[config.mk]
export PLATFORM = sky130hd
export DESIGN_NAME = eth_crc32_arb
export DESIGN_NICKNAME = d
export VERILOG_FILES = /design/src/rtl/eth_crc32_arb.sv
export SDC_FILE = /design/constraint.sdc
export NUM_CORES = 1
export LEC_CHECK = 0
export BUFFER_PORTS_ARGS = -buffer_cell sky130_fd_sc_hd__buf_4
export CAP_MARGIN = 5
export CORE_AREA = 8 8 175 177
export DETAILED_ROUTE_END_ITERATION = 6
export DIE_AREA = 0 0 183 185
export PLACE_DENSITY = 0.6
export SYNTH_ARGS = -nofsm -noshare
export SYNTH_HDL_FRONTEND = slang
export SYNTH_SLANG_ARGS = --single-unit
[constraint.sdc]
create_clock -name clk -period 7.45 [get_ports clk]
set_input_delay 1.8625 -clock clk [delete_from_list [all_inputs] [get_ports clk]]
set_output_delay 1.8625 -clock clk [all_outputs]
set_load 0.005 [all_outputs]
[src/rtl/eth_crc32_arb.sv]
// eth_crc32_arb: frame-granular round-robin arbiter that shares one
// eth_crc32_gen between NREQ requesters. A requester owns the generator from
// SOP to EOP; the generator's accumulator advances every clock, so any gap,
// stray SOP or over-long packet aborts the frame and reports an error.
//
//   state   | meaning
//   --------+-----------------------------------------------------------
//   ST_IDLE | no owner; round-robin search over requesters showing SOP
//   ST_BUSY | grant owner streams beats to the generator, bubble-free
//   ST_WAIT | EOP forwarded; capture generator CRC and final byte count
module eth_crc32_arb #(
   parameter int NREQ      = 4,
   parameter int MAX_BEATS = 1200
) (
   input  logic                clk,
   input  logic                rst_n,
   input  logic [NREQ-1:0]     req_vld,
   input  logic [NREQ-1:0]     req_sop,
   input  logic [NREQ-1:0]     req_eop,
   input  logic [NREQ*64-1:0]  req_data,
   input  logic [NREQ*3-1:0]   req_be,
   input  logic [NREQ*3-1:0]   req_offset,
   output logic [NREQ-1:0]     req_rdy,
   output logic                crc_data_vld,
   output logic                crc_data_sop,
   output logic                crc_data_eop,
   output logic [63:0]         crc_data_in,
   output logic [2:0]          crc_data_be,
   output logic [2:0]          crc_data_offset,
   input  logic [31:0]         crc_in,
   input  logic                crc_in_vld,
   output logic [NREQ-1:0]     res_vld,
   output logic [NREQ-1:0]     res_err,
   output logic [31:0]         res_crc,
   output logic [15:0]         res_bcnt,
   output logic                busy
);

   localparam int IW = (NREQ > 1) ? $clog2(NREQ) : 1;
   localparam int BW = $clog2(MAX_BEATS + 1);

   typedef enum logic [1:0] {
      ST_IDLE = 2'd0,
      ST_BUSY = 2'd1,
      ST_WAIT = 2'd2
   } state_t;

   state_t          state_q;
   logic [IW-1:0]   grant_q;
   logic [IW-1:0]   rr_ptr_q;
   logic [BW-1:0]   beat_cnt_q;
   logic [15:0]     bcnt_q;
   logic [15:0]     bcnt_d;
   logic [NREQ-1:0] res_vld_q;
   logic [NREQ-1:0] res_err_q;
   logic [31:0]     res_crc_q;
   logic [15:0]     res_bcnt_q;

   logic [63:0] data_a [NREQ];
   logic [2:0]  be_a   [NREQ];
   logic [2:0]  off_a  [NREQ];

   for (genvar i = 0; i < NREQ; i++) begin : g_unpack
      assign data_a[i] = req_data[64*i +: 64];
      assign be_a[i]   = req_be[3*i +: 3];
      assign off_a[i]  = req_offset[3*i +: 3];
   end

   // Beat currently offered by the grant owner
   logic        g_vld, g_sop, g_eop;
   logic [63:0] g_data;
   logic [2:0]  g_be, g_off;

   assign g_vld  = req_vld[grant_q];
   assign g_sop  = req_sop[grant_q];
   assign g_eop  = req_eop[grant_q];
   assign g_data = data_a[grant_q];
   assign g_be   = be_a[grant_q];
   assign g_off  = off_a[grant_q];

   // A first beat must be SOP and no later beat may be; XOR covers both cases.
   logic st_busy, first_beat, abort, fwd;

   assign st_busy    = (state_q == ST_BUSY);
   assign first_beat = (beat_cnt_q == '0);
   assign abort      = st_busy & (~g_vld | (first_beat ^ g_sop) |
                                  (beat_cnt_q == BW'(MAX_BEATS)));
   assign fwd        = st_busy & ~abort;

   assign crc_data_vld    = fwd;
   assign crc_data_sop    = fwd & g_sop;
   assign crc_data_eop    = fwd & g_eop;
   assign crc_data_in     = fwd ? g_data : 64'd0;
   assign crc_data_be     = fwd ? g_be : 3'd0;
   assign crc_data_offset = (fwd & g_sop) ? g_off : 3'd0;

   // Bytes carried by the forwarded beat, accumulated with 16-bit saturation
   logic [2:0]  off_eff;
   logic [3:0]  beat_bytes;
   logic [16:0] bcnt_sum;

   always_comb begin
      off_eff = g_sop ? g_off : 3'd0;
      if (g_eop && (g_be != 3'd0)) beat_bytes = {1'b0, g_be};
      else                         beat_bytes = 4'd8 - {1'b0, off_eff};
      bcnt_sum = {1'b0, bcnt_q} + {13'd0, beat_bytes};
      bcnt_d   = bcnt_sum[16] ? 16'hFFFF : bcnt_sum[15:0];
   end

   // Round-robin search for an SOP-presenting requester starting at rr_ptr
   logic [NREQ-1:0] elig;
   logic            pick_vld;
   logic [IW-1:0]   pick_idx;
   logic [IW-1:0]   pick_nxt;

   assign elig = req_vld & req_sop;

   always_comb begin
      int j;
      j        = 0;
      pick_vld = 1'b0;
      pick_idx = '0;
      for (int k = 0; k < NREQ; k++) begin
         j = int'(rr_ptr_q) + k;
         if (j >= NREQ) j = j - NREQ;
         if (!pick_vld && elig[j]) begin
            pick_vld = 1'b1;
            pick_idx = IW'(j);
         end
      end
      pick_nxt = (pick_idx == IW'(NREQ - 1)) ? '0 : pick_idx + IW'(1);
   end

   // Only the grant owner is ready, and only while streaming
   always_comb begin
      req_rdy = '0;
      if (st_busy) req_rdy[grant_q] = 1'b1;
   end

   // Sequencer: grant, stream, collect result; result pulses last one cycle
   always_ff @(posedge clk or negedge rst_n) begin
      if (!rst_n) begin
         state_q    <= ST_IDLE;
         grant_q    <= '0;
         rr_ptr_q   <= '0;
         beat_cnt_q <= '0;
         bcnt_q     <= '0;
         res_vld_q  <= '0;
         res_err_q  <= '0;
         res_crc_q  <= '0;
         res_bcnt_q <= '0;
      end else begin
         res_vld_q <= '0;
         res_err_q <= '0;
         case (state_q)
            ST_IDLE: begin
               if (pick_vld) begin
                  grant_q    <= pick_idx;
                  rr_ptr_q   <= pick_nxt;
                  beat_cnt_q <= '0;
                  bcnt_q     <= '0;
                  state_q    <= ST_BUSY;
               end
            end
            ST_BUSY: begin
               if (abort) begin
                  res_err_q[grant_q] <= 1'b1;
                  state_q            <= ST_IDLE;
               end else begin
                  beat_cnt_q <= beat_cnt_q + BW'(1);
                  bcnt_q     <= bcnt_d;
                  if (g_eop) state_q <= ST_WAIT;
               end
            end
            ST_WAIT: begin
               if (crc_in_vld) begin
                  res_vld_q[grant_q] <= 1'b1;
                  res_crc_q          <= crc_in;
                  res_bcnt_q         <= bcnt_q;
               end else begin
                  res_err_q[grant_q] <= 1'b1;
               end
               state_q <= ST_IDLE;
            end
            default: state_q <= ST_IDLE;
         endcase
      end
   end

   assign res_vld  = res_vld_q;
   assign res_err  = res_err_q;
   assign res_crc  = res_crc_q;
   assign res_bcnt = res_bcnt_q;
   assign busy     = (state_q != ST_IDLE);

endmodule
==> metrics, run 1 <==
asr flop ratio synth=100%; top_reg_cell synth=dfrtp_1; number of DRC markers in iteration 0=398; Avg Inst Size Synth=11.7 um2; worst hold path depth=2; Layout area overhead=64.7%; Remaining DRCs=0; CP endpoint kind=output port; initial antenna violation count=5; GRT Util Overall=18.3%; reg2reg end=bcnt_q[10]; gpl congestion=0.930; largest net degree at the start of global routing=71; Post-CTS Resized=0; fin nets=1324; Mapped Nets=887; Pwr Density=293 nW/um2; sequential area share after synthesis=34.8%; Crit path required time=5.59 ns; placed cells=1358; routed len/inst=23.5 um; Clock Root Buffer=clkbuf_16; Vias=6505; share of layout cells above drive strength 1=62.4%; Core ar.=28100 um2; Netlist cell types=53; Final Setup Violations=0; CP Class=input port to output port; Hold Fails Final Rpt=0; DRT Wirelength=32.3 mm; Buf/Inv on CP=4; vias per std cell=4.73; post-DP HPWL=27.6 mm; Layout Cells excl Fill=1375; vias in the first global route=6949; CP Cell Sequence=buf_4 > mux4_2 > o31ai_4 > nand4_2 > inv_2 > buf_4 > and2_1 > buf_4; Leak=0.00503 uW; R2R depth=12; Final Cell Area=10600 um2; cts bufs inserted=9; cell row count=62; Syn. warnings=0; die area=33900 um2; final setup TNS=0 ns; Worst Hold Path EP=res_bcnt[9]; DRT Pass-1 Iters=5; first-pass GRT wire length=45.9 mm; hold buffer count at cts=0; Worst Hold Class=register to register; die height=185 um; family with the most delay on the worst path=buffers and inverters; Final Cycle Share=83.9%; CTS tree=yes; Crit-path slowest cell=mux4_2; clk sinks=89; synthesized cell area=6410 um2; Seq cells post-synth=89; Place WS=1.18 ns; post-route ant nets=0; io pins=461; hold_sp=res_bcnt[9]; area post-placement=10200 um2; CP max stage delay=0.58 ns; relative slew slack=40.3%; worst setup margin=1.20 ns; htree depth=3; Cells after Synth=548; R2R Setup Slk=2.77 ns; cell mode on critical path=buf_4; Clock Pin Slew Worst Setup and Hold Paths=0.07 ns; Max-Cap Viols=0; critical path fanouts, max=52; Slew Viols, Final=0; crit path DAT=4.39 ns; worst vdd ir=0.106 mV; worst-skew pair later-pin latency=0.35 ns; RSZ-0062 raised after global routing=no; Critical Path Source Type=input port; Die Wd=183 um; Setup Skew=0.0149 ns; worst slew pin tran=0.896 ns; worst r2r src=grant_q[0]; status=finished clean; Starting Density=22.8%; GRT overflow=0; number of synthesized flops with an enable pin=0; post-CTS setup buffers=0; Max Fclk=160 MHz; clk buf depth=2; min cycle time layout=6.25 ns; PortBufs=460
where the power goes:
part	switching (uW)	internal [uW]
clock network	199	307
registers	123	622
logic	845	996
total	1170	1920
routing by layer:
layer	GRT usage [%]	wire length (um)	part of all wire (%)
met1	22.2	12500	39
met3	8.18	3490	11
met5	0	52	0.16
met2	29.7	15800	49
met4	3.32	458	1.4
kinds of logic after synthesis:
family	share of synthesized area, %
XOR/XNOR	1.23
buffers and inverters	3.96
flip-flops	34.8
adder cells (fa/ha/maj)	2.46
multiplexers	33.9
AND/OR/NAND/NOR	15.7
AO/OA/AOI/OAI	8.04
cells in the mapped netlist (5+ instances only):
library cell,count,area share [%]
a31oi_1,10,0.98
a311oi_1,6,0.82
xnor2_1,6,0.82
nor3_1,5,0.39
nor2_1,28,1.6
and2_1,72,7.0
or4_1,5,0.59
ha_1,11,2.1
dfrtp_1,89,35
and3_1,6,0.59
nand4_1,6,0.59
nand3_1,9,0.70
nand2_1,30,1.8
buf_2,5,0.39
clkbuf_1,29,1.7
o21ai_0,22,1.7
a21oi_1,19,1.5
mux4_2,73,26
inv_1,18,1.1
mux2_2,46,8.1
cell usage in the layout, fill, tap and decap left out, drive strengths merged, types with 2 or more instances in the layout:
cell and instances:
a21oi 20, a311oi 6, a31oi 10, a41oi 3, and2 72, and3 6
buf 467, bufinv 2, clkbuf 10, dfrtp 89, ha 11, inv 22
mux2 46, mux4 73, nand2 31, nand2b 4, nand3 9, nand4 7
nor2 30, nor2b 2, nor3 6, nor4 3, o211ai 3, o21ai 22
o31ai 5, or4 5, xnor2 6, xor2 3
final cells by class:
type | instances | area [um2]
antenna | 1 | 2.50
inverter | 19 | 71.3
tap | 384 | 480
clock buffer | 10 | 239
clock inverter | 6 | 93.8
sequential | 89 | 2230
timing repair buffer | 467 | 3510
multi-input combinational | 399 | 3930
fill | 2848 | 17500
flip-flops by register name (all words and copies together), names as in the netlist:
name	cells
res_crc	32
rr_ptr_q	2
bcnt_q	16
res_err	4
state_q	2
res_vld	4
beat_cnt_q	11
grant_q	2
res_bcnt	16
how the worst max path moves through the flow:
stage / slack, ns / endpoint / from / cells after the start
floorplan: 2.11 / crc_data_in[54] / req_sop[3] / 7
global placement: 1.32 / crc_data_eop / req_sop[3] / 8
detailed placement: 1.18 / crc_data_in[21] / req_sop[3] / 8
CTS: 1.17 / crc_data_in[21] / req_sop[3] / 8
global route: 1.0 / crc_data_in[48] / req_sop[3] / 8
finish: 1.20 / crc_data_in[21] / req_sop[3] / 8
metrics by stage:
step	total power, uW	utilization, %	hold WS, ns
final	3090	37.6	0.492
after global routing	3330	37.6	0.514
after CTS	3150	37.6	0.497
after detailed placement	2630	36.4	0.483
after global placement	2610	36.4	0.466
after floorplan	1800	-	0.473
worst reg2reg max path, stage by stage (launching register included):
cell and delay, ns:
dfrtp_4 0.70, buf_4 0.57, mux4_2 0.68, o21a_1 0.22, o21ai_0 0.22, ha_1 0.25
inv_1 0.07, fa_1 0.40, nor2b_1 0.17, o31a_1 0.41, and3_1 0.43, nor2_2 0.13
a311oi_1 0.31
Note: power is estimated with default switching activity, not from simulation.
==> inputs of run 2 (changes only) <==
==> config.mk (replaced) <==
export PLATFORM = sky130hd
export DESIGN_NAME = eth_crc32_arb
export DESIGN_NICKNAME = d
export VERILOG_FILES = /design/src/rtl/eth_crc32_arb.sv
export SDC_FILE = /design/constraint.sdc
export NUM_CORES = 1
export LEC_CHECK = 0
export ABC_AREA = 1
export BUFFER_PORTS_ARGS = -buffer_cell sky130_fd_sc_hd__buf_4
export CAP_MARGIN = 5
export CORE_AREA = 8 8 173 175
export DETAILED_ROUTE_END_ITERATION = 6
export DIE_AREA = 0 0 181 183
export PLACE_DENSITY = 0.62
export SYNTH_ARGS = -nofsm -noshare
export SYNTH_HDL_FRONTEND = slang
export SYNTH_SLANG_ARGS = --single-unit
==> constraint.sdc (replaced) <==
create_clock -name clk -period 5.86 [get_ports clk]
set_input_delay 1.465 -clock clk [delete_from_list [all_inputs] [get_ports clk]]
set_output_delay 1.465 -clock clk [all_outputs]
set_load 0.005 [all_outputs]
==> metrics, run 2 <==
status=finished clean; CP Cell Sequence=buf_4 > nand2_1 > nand2_1 > nand2_1 > nand2_1 > nand3_1 > nand2_1 > nand3_4 > inv_2 > nand2_1 > inv_1 > buf_4; Cells after Synth=943; cts bufs inserted=9; RSZ-0062 raised after global routing=no; top_reg_cell synth=dfrtp_1; initial antenna violation count=7; area share of the largest cell type after synthesis=33.9%; Leak=0.00548 uW; switching share of power=46.4%; CP Class=input port to output port; Vias=8599; Die Wd=181 um; asr flop ratio synth=100%; max reg flops=32; cell mode on critical path=nand2_1; cell row count=61; largest area contributor in the netlist=dfrtp_1; Starting Density=24.1%; Final Cycle Share=85.2%; die area=33100 um2; PortBufs=460; Seq cells post-synth=89; Netlist cell types=34; worst vdd ir=0.138 mV; final setup TNS=0 ns; Core ar.=27300 um2; die height=183 um; P_int=2230 uW; relative slew slack=23.8%; crit path DAT=3.53 ns; Layout Cells excl Fill=1723; routed len/inst=21.7 um; Worst Hold Class=register to register; clk sinks=89; most frequent cells in the layout=buf_4 (468), nand2_1 (370), dfrtp_1 (89); post-route ant nets=0; hold buffer count at cts=0; Hold Fails Final Rpt=0; GRT Util Overall=21.3%; top cells by count, synth=nand2_1 (371), dfrtp_1 (89), nand3_1 (75); Max-Cap Viols=0; Clock Pin Slew Worst Setup and Hold Paths=0.06 ns; CP max stage delay=0.47 ns; clk buf depth=2; Critical Path Source Type=input port; vias per std cell=4.99; reg2reg end=bcnt_q[5]; worst r2r src=grant_q[0]; clock share of power=15.9%; Crit-path slowest cell=nand3_4; Worst Hold Path EP=res_bcnt[9]; Setup Skew=0.00546 ns; final hold slack=0.488 ns; count leader, synth=nand2_1; fill count=2924; DRT Pass-1 Iters=5; Max Fclk=200 MHz; Post-CTS Resized=0; commonest non-fill, non-tap cell in the layout=buf_4; R2R Setup Slk=1.34 ns; Layout area overhead=61.6%; fin nets=1706; P_sw=1930 uW; DRT Wirelength=37.3 mm; Reg power frac=22.1%; Syn. warnings=0; Slew Viols, Final=0; CTS tree=yes; Pwr Density=392 nW/um2; multi-input logic area=3890 um2; Remaining DRCs=0; GRT overflow=0; hold_sp=res_bcnt[9]; share of layout cells above drive strength 1=39.2%; sequential area share after synthesis=33.9%; vias in the first global route=8649; dominant cells by area after synthesis=dfrtp_1 (34%), nand2_1 (21%), a22oi_1 (7.4%); io pins=461; placed cells=1702; htree depth=3; min cycle time layout=4.99 ns; R2R depth=18; post-CTS setup buffers=0; Crit path required time=4.39 ns; largest net degree at the start of global routing=90; worst slew pin tran=1.14 ns; number of synthesized flops with an enable pin=0; Mapped Nets=1282; synthesized cell area=6580 um2; critical path fanouts, max=38; Comb pwr share=62.0%; worst hold path depth=2; gpl congestion=0.962; Buf/Inv on CP=4; worst-skew pair later-pin latency=0.34 ns; number of DRC markers in iteration 0=706; post-DP HPWL=31.0 mm; family with the most delay on the worst path=simple AND/OR/NAND/NOR gates; Avg Inst Size Synth=6.97 um2; CP endpoint kind=output port; first-pass GRT wire length=54.1 mm; Seq. cell area=2230 um2; Final Setup Violations=0; Clock Root Buffer=clkbuf_16
-- run 2: worst max path at each step --
stage	depth (start not counted)	from	to
2_1_floorplan	9	req_sop[3]	crc_data_in[59]
3_3_place_gp	12	req_sop[3]	crc_data_sop
3_5_place_dp	12	req_sop[3]	crc_data_sop
4_1_cts	12	req_sop[3]	crc_data_sop
5_1_grt	12	req_sop[3]	crc_data_sop
6_report	12	req_sop[3]	crc_data_sop
-- run 2: tightest hold or removal path, delay by kind of cell, from the launching register on --
family / cells / cell delay, ns
AO/OA/AOI/OAI: 1 / 0.06
AND/OR/NAND/NOR: 1 / 0.05
flip-flops: 1 / 0.35
-- run 2: cell type report --
cell class / count / area share (%)
inverters: 52 / 1.86
well taps: 346 / 4.08
multi-input cells: 747 / 36.7
repair buffers: 468 / 33.1
flip-flops and latches: 89 / 21.0
clock buffers: 10 / 2.25
clock inverters: 5 / 0.978
diodes: 6 / 0.141
-- run 2: per-layer routing --
layer | vias to the layer above | share of wire, % | global-route usage [%] | wire length, um
li1 | 4040 | - | - | -
met1 | 4076 | 39 | 24.3 | 14500
met2 | 420 | 48 | 35.9 | 17700
met3 | 61 | 10 | 8.45 | 3890
met4 | 2 | 3.2 | 8.04 | 1190
met5 | - | 0.035 | 0 | 13
-- run 2: logic make-up (layout without fill, tap and decap cells) --
| family | Yosys count | after routing | synth area share [%] |
|---|---|---|---|
| other cells | 0 | 6 | 0 |
| flops | 89 | 89 | 33.9 |
| fa+ha+maj | 12 | 12 | 2.40 |
| mux | 36 | 36 | 6.17 |
| simple gates | 522 | 522 | 32.5 |
| xor+xnor | 14 | 14 | 1.86 |
| compound gates | 163 | 163 | 16.2 |
| buf+inv | 107 | 535 | 7.06 |
-- run 2: per-stage QoR --
| step | utilization, % | worst slack, ns | power, uW | cell area [um2] |
|---|---|---|---|---|
| after global placement | 37.6 | 0.856 | 3500 | 10300 |
| after detailed placement | 37.6 | 0.841 | 3520 | 10300 |
| after global routing | 38.9 | 0.597 | 4500 | 10600 |
| after floorplan | - | 1.93 | 2410 | 6580 |
| after CTS | 38.8 | 0.834 | 4200 | 10600 |
| final | 38.9 | 0.868 | 4160 | 10600 |
-- run 2: power by group through the flow --
stage / Combinational, uW / Clock [uW] / Sequential, uW
6_report: 2580 / 661 / 920
5_1_grt: 2860 / 704 / 942
3_5_place_dp: 2590 / 0 / 932
4_1_cts: 2600 / 680 / 920
3_3_place_gp: 2580 / 0 / 922
2_1_floorplan: 1520 / 0 / 891
==> inputs of run 3 (changes only) <==
--- a/config.mk
+++ b/config.mk
@@ -5,12 +5,11 @@
 export SDC_FILE = /design/constraint.sdc
 export NUM_CORES = 1
 export LEC_CHECK = 0
-export ABC_AREA = 1
 export BUFFER_PORTS_ARGS = -buffer_cell sky130_fd_sc_hd__buf_4
 export CAP_MARGIN = 5
-export CORE_AREA = 8 8 173 175
+export CORE_AREA = 8 8 171 173
 export DETAILED_ROUTE_END_ITERATION = 6
-export DIE_AREA = 0 0 181 183
+export DIE_AREA = 0 0 179 181
 export PLACE_DENSITY = 0.62
 export SYNTH_ARGS = -nofsm -noshare
 export SYNTH_HDL_FRONTEND = slang
==> metrics, run 3 (same netlist as run 1, synthesis figures left out) <==
number of DRC markers in iteration 0=359; post-DP HPWL=26.5 mm; reg2reg end=bcnt_q[4]; die height=181 um; vias per std cell=4.86; P_int=2400 uW; Hold Fails Final Rpt=0; final setup TNS=0 ns; worst vdd ir=0.195 mV; Comb pwr share=58.5%; R2R Setup Slk=1.46 ns; Pwr Density=367 nW/um2; initial antenna violation count=6; vias in the first global route=6920; status=finished clean; DRT Pass-1 Iters=5; Layout Cells excl Fill=1332; fin nets=1324; Reg power frac=26.1%; Final Cell Area=10500 um2; Slew Viols, Final=0; Post-CTS Resized=0; post-CTS setup buffers=0; R2R depth=12; Clock Pin Slew Worst Setup and Hold Paths=0.06 ns; Clock Root Buffer=clkbuf_16; Final Setup Violations=0; worst slew pin tran=1.06 ns; io pins=461; gpl congestion=0.957; CP startpoint=req_sop[3]; CP Class=input port to output port; Vias=6472; area post-placement=10200 um2; commonest non-fill, non-tap cell in the layout=buf_4; Crit path required time=4.39 ns; Max-Cap Viols=0; critical path fanouts, max=74; hold buffer count at cts=0; GRT overflow=0; P_sw=1440 uW; Final Cycle Share=88.5%; Die Wd=179 um; clk buf depth=2; post-route ant nets=0; worst r2r src=grant_q[1]; crit path DAT=3.72 ns; relative slew slack=29.3%; clk sinks=89; min cycle time layout=5.19 ns; clock share of power=15.4%; Leak=0.00502 uW; Critical Path Source Type=input port; Starting Density=24.2%; Layout area overhead=63.5%; Setup crit end=crc_data_in[7]; max reg flops=32; PortBufs=460; Remaining DRCs=0; placed cells=1315; most frequent cells in the layout=buf_4 (467), dfrtp_1 (87), mux4_2 (73); RSZ-0062 raised after global routing=no; fill count=2653; die area=32400 um2; GRT Util Overall=18.7%; Core ar.=26500 um2; cts bufs inserted=9; first-pass GRT wire length=45.4 mm; Worst Hold Class=register to register; switching share of power=37.6%; DRT Wirelength=31.4 mm; routed len/inst=23.6 um; share of layout cells above drive strength 1=62.3%; worst-skew pair later-pin latency=0.34 ns; Max Fclk=193 MHz; CTS tree=yes; largest net degree at the start of global routing=75; CP endpoint kind=output port; cell row count=60; Setup Skew=0.0112 ns; htree depth=3
==> run 3: changes by cell type in the layout (fill, tap and decap cells not counted), sizes merged, moves of 6 or more <==
| cell | before | now |
|---|---|---|
| nand2 | 376 | 31 |
| mux4 | 0 | 73 |
| and2 | 1 | 72 |
| nand3 | 76 | 9 |
| a22oi | 65 | 1 |
| a31oi | 65 | 10 |
| inv | 52 | 21 |
| nor2 | 52 | 30 |
| a21oi | 8 | 20 |
| mux2 | 36 | 46 |
| xor2 | 11 | 3 |
| a311oi | 0 | 6 |
==> run 3: layer usage <==
layer | track usage [%] | part of all wire (%) | routed length (um)
met1 | 22.7 | 39 | 12300
met2 | 31.1 | 50 | 15600
met3 | 6.88 | 9.7 | 3050
met4 | 3.67 | 1.2 | 392
met5 | 0 | 0.10 | 32
==> run 3: power groups by stage <==
stage               Sequential [uW]  Combinational, uW  Clock (uW)
finish                         1000               2250         593
global route                   1040               2450         635
CTS                            1010               2290         607
detailed placement             1020               2270           0
global placement               1010               2270           0
floorplan                       893               1400           0
==> run 3: critical path, cell delays in order <==
cell	delay, ns
buf_4	0.13
mux4_2	0.60
a2111o_1	0.46
nand4_2	0.12
inv_2	0.40
and2_1	0.35
buf_4	0.15
==> run 3: area by class of cell <==
type	count	area [um2]	share of cell area (%)
Clock buffer	11	243	2.32
Timing Repair Buffer	467	3510	33.5
Tap cell	341	427	4.07
Clock inverter	5	61.3	0.585
Sequential cell	89	2230	21.3
Multi-Input combinational cell	399	3930	37.5
Antenna cell	1	2.50	0.0239
Inverter	19	71.3	0.681
==> run 3: worst min path at each step <==
stage	slack [ns]	start	cells after the start	endpoint
2_1_floorplan	0.47	res_bcnt[11]	2	res_bcnt[11]
3_3_place_gp	0.47	res_bcnt[5]	2	res_bcnt[5]
3_5_place_dp	0.47	res_bcnt[11]	2	res_bcnt[11]
4_1_cts	0.49	res_bcnt[5]	2	res_bcnt[5]
5_1_grt	0.52	res_bcnt[1]	2	res_bcnt[1]
6_report	0.48	res_bcnt[5]	2	res_bcnt[5]
==> run 3: metrics by stage <==
step	hold WS, ns	worst slack [ns]	total power [uW]	util [%]
global route	0.523	0.540	4120	39.5
CTS	0.491	0.649	3900	39.5
global placement	0.466	0.653	3280	38.4
floorplan	0.473	1.31	2290	-
detailed placement	0.473	0.655	3290	38.4
finish	0.483	0.675	3840	39.5
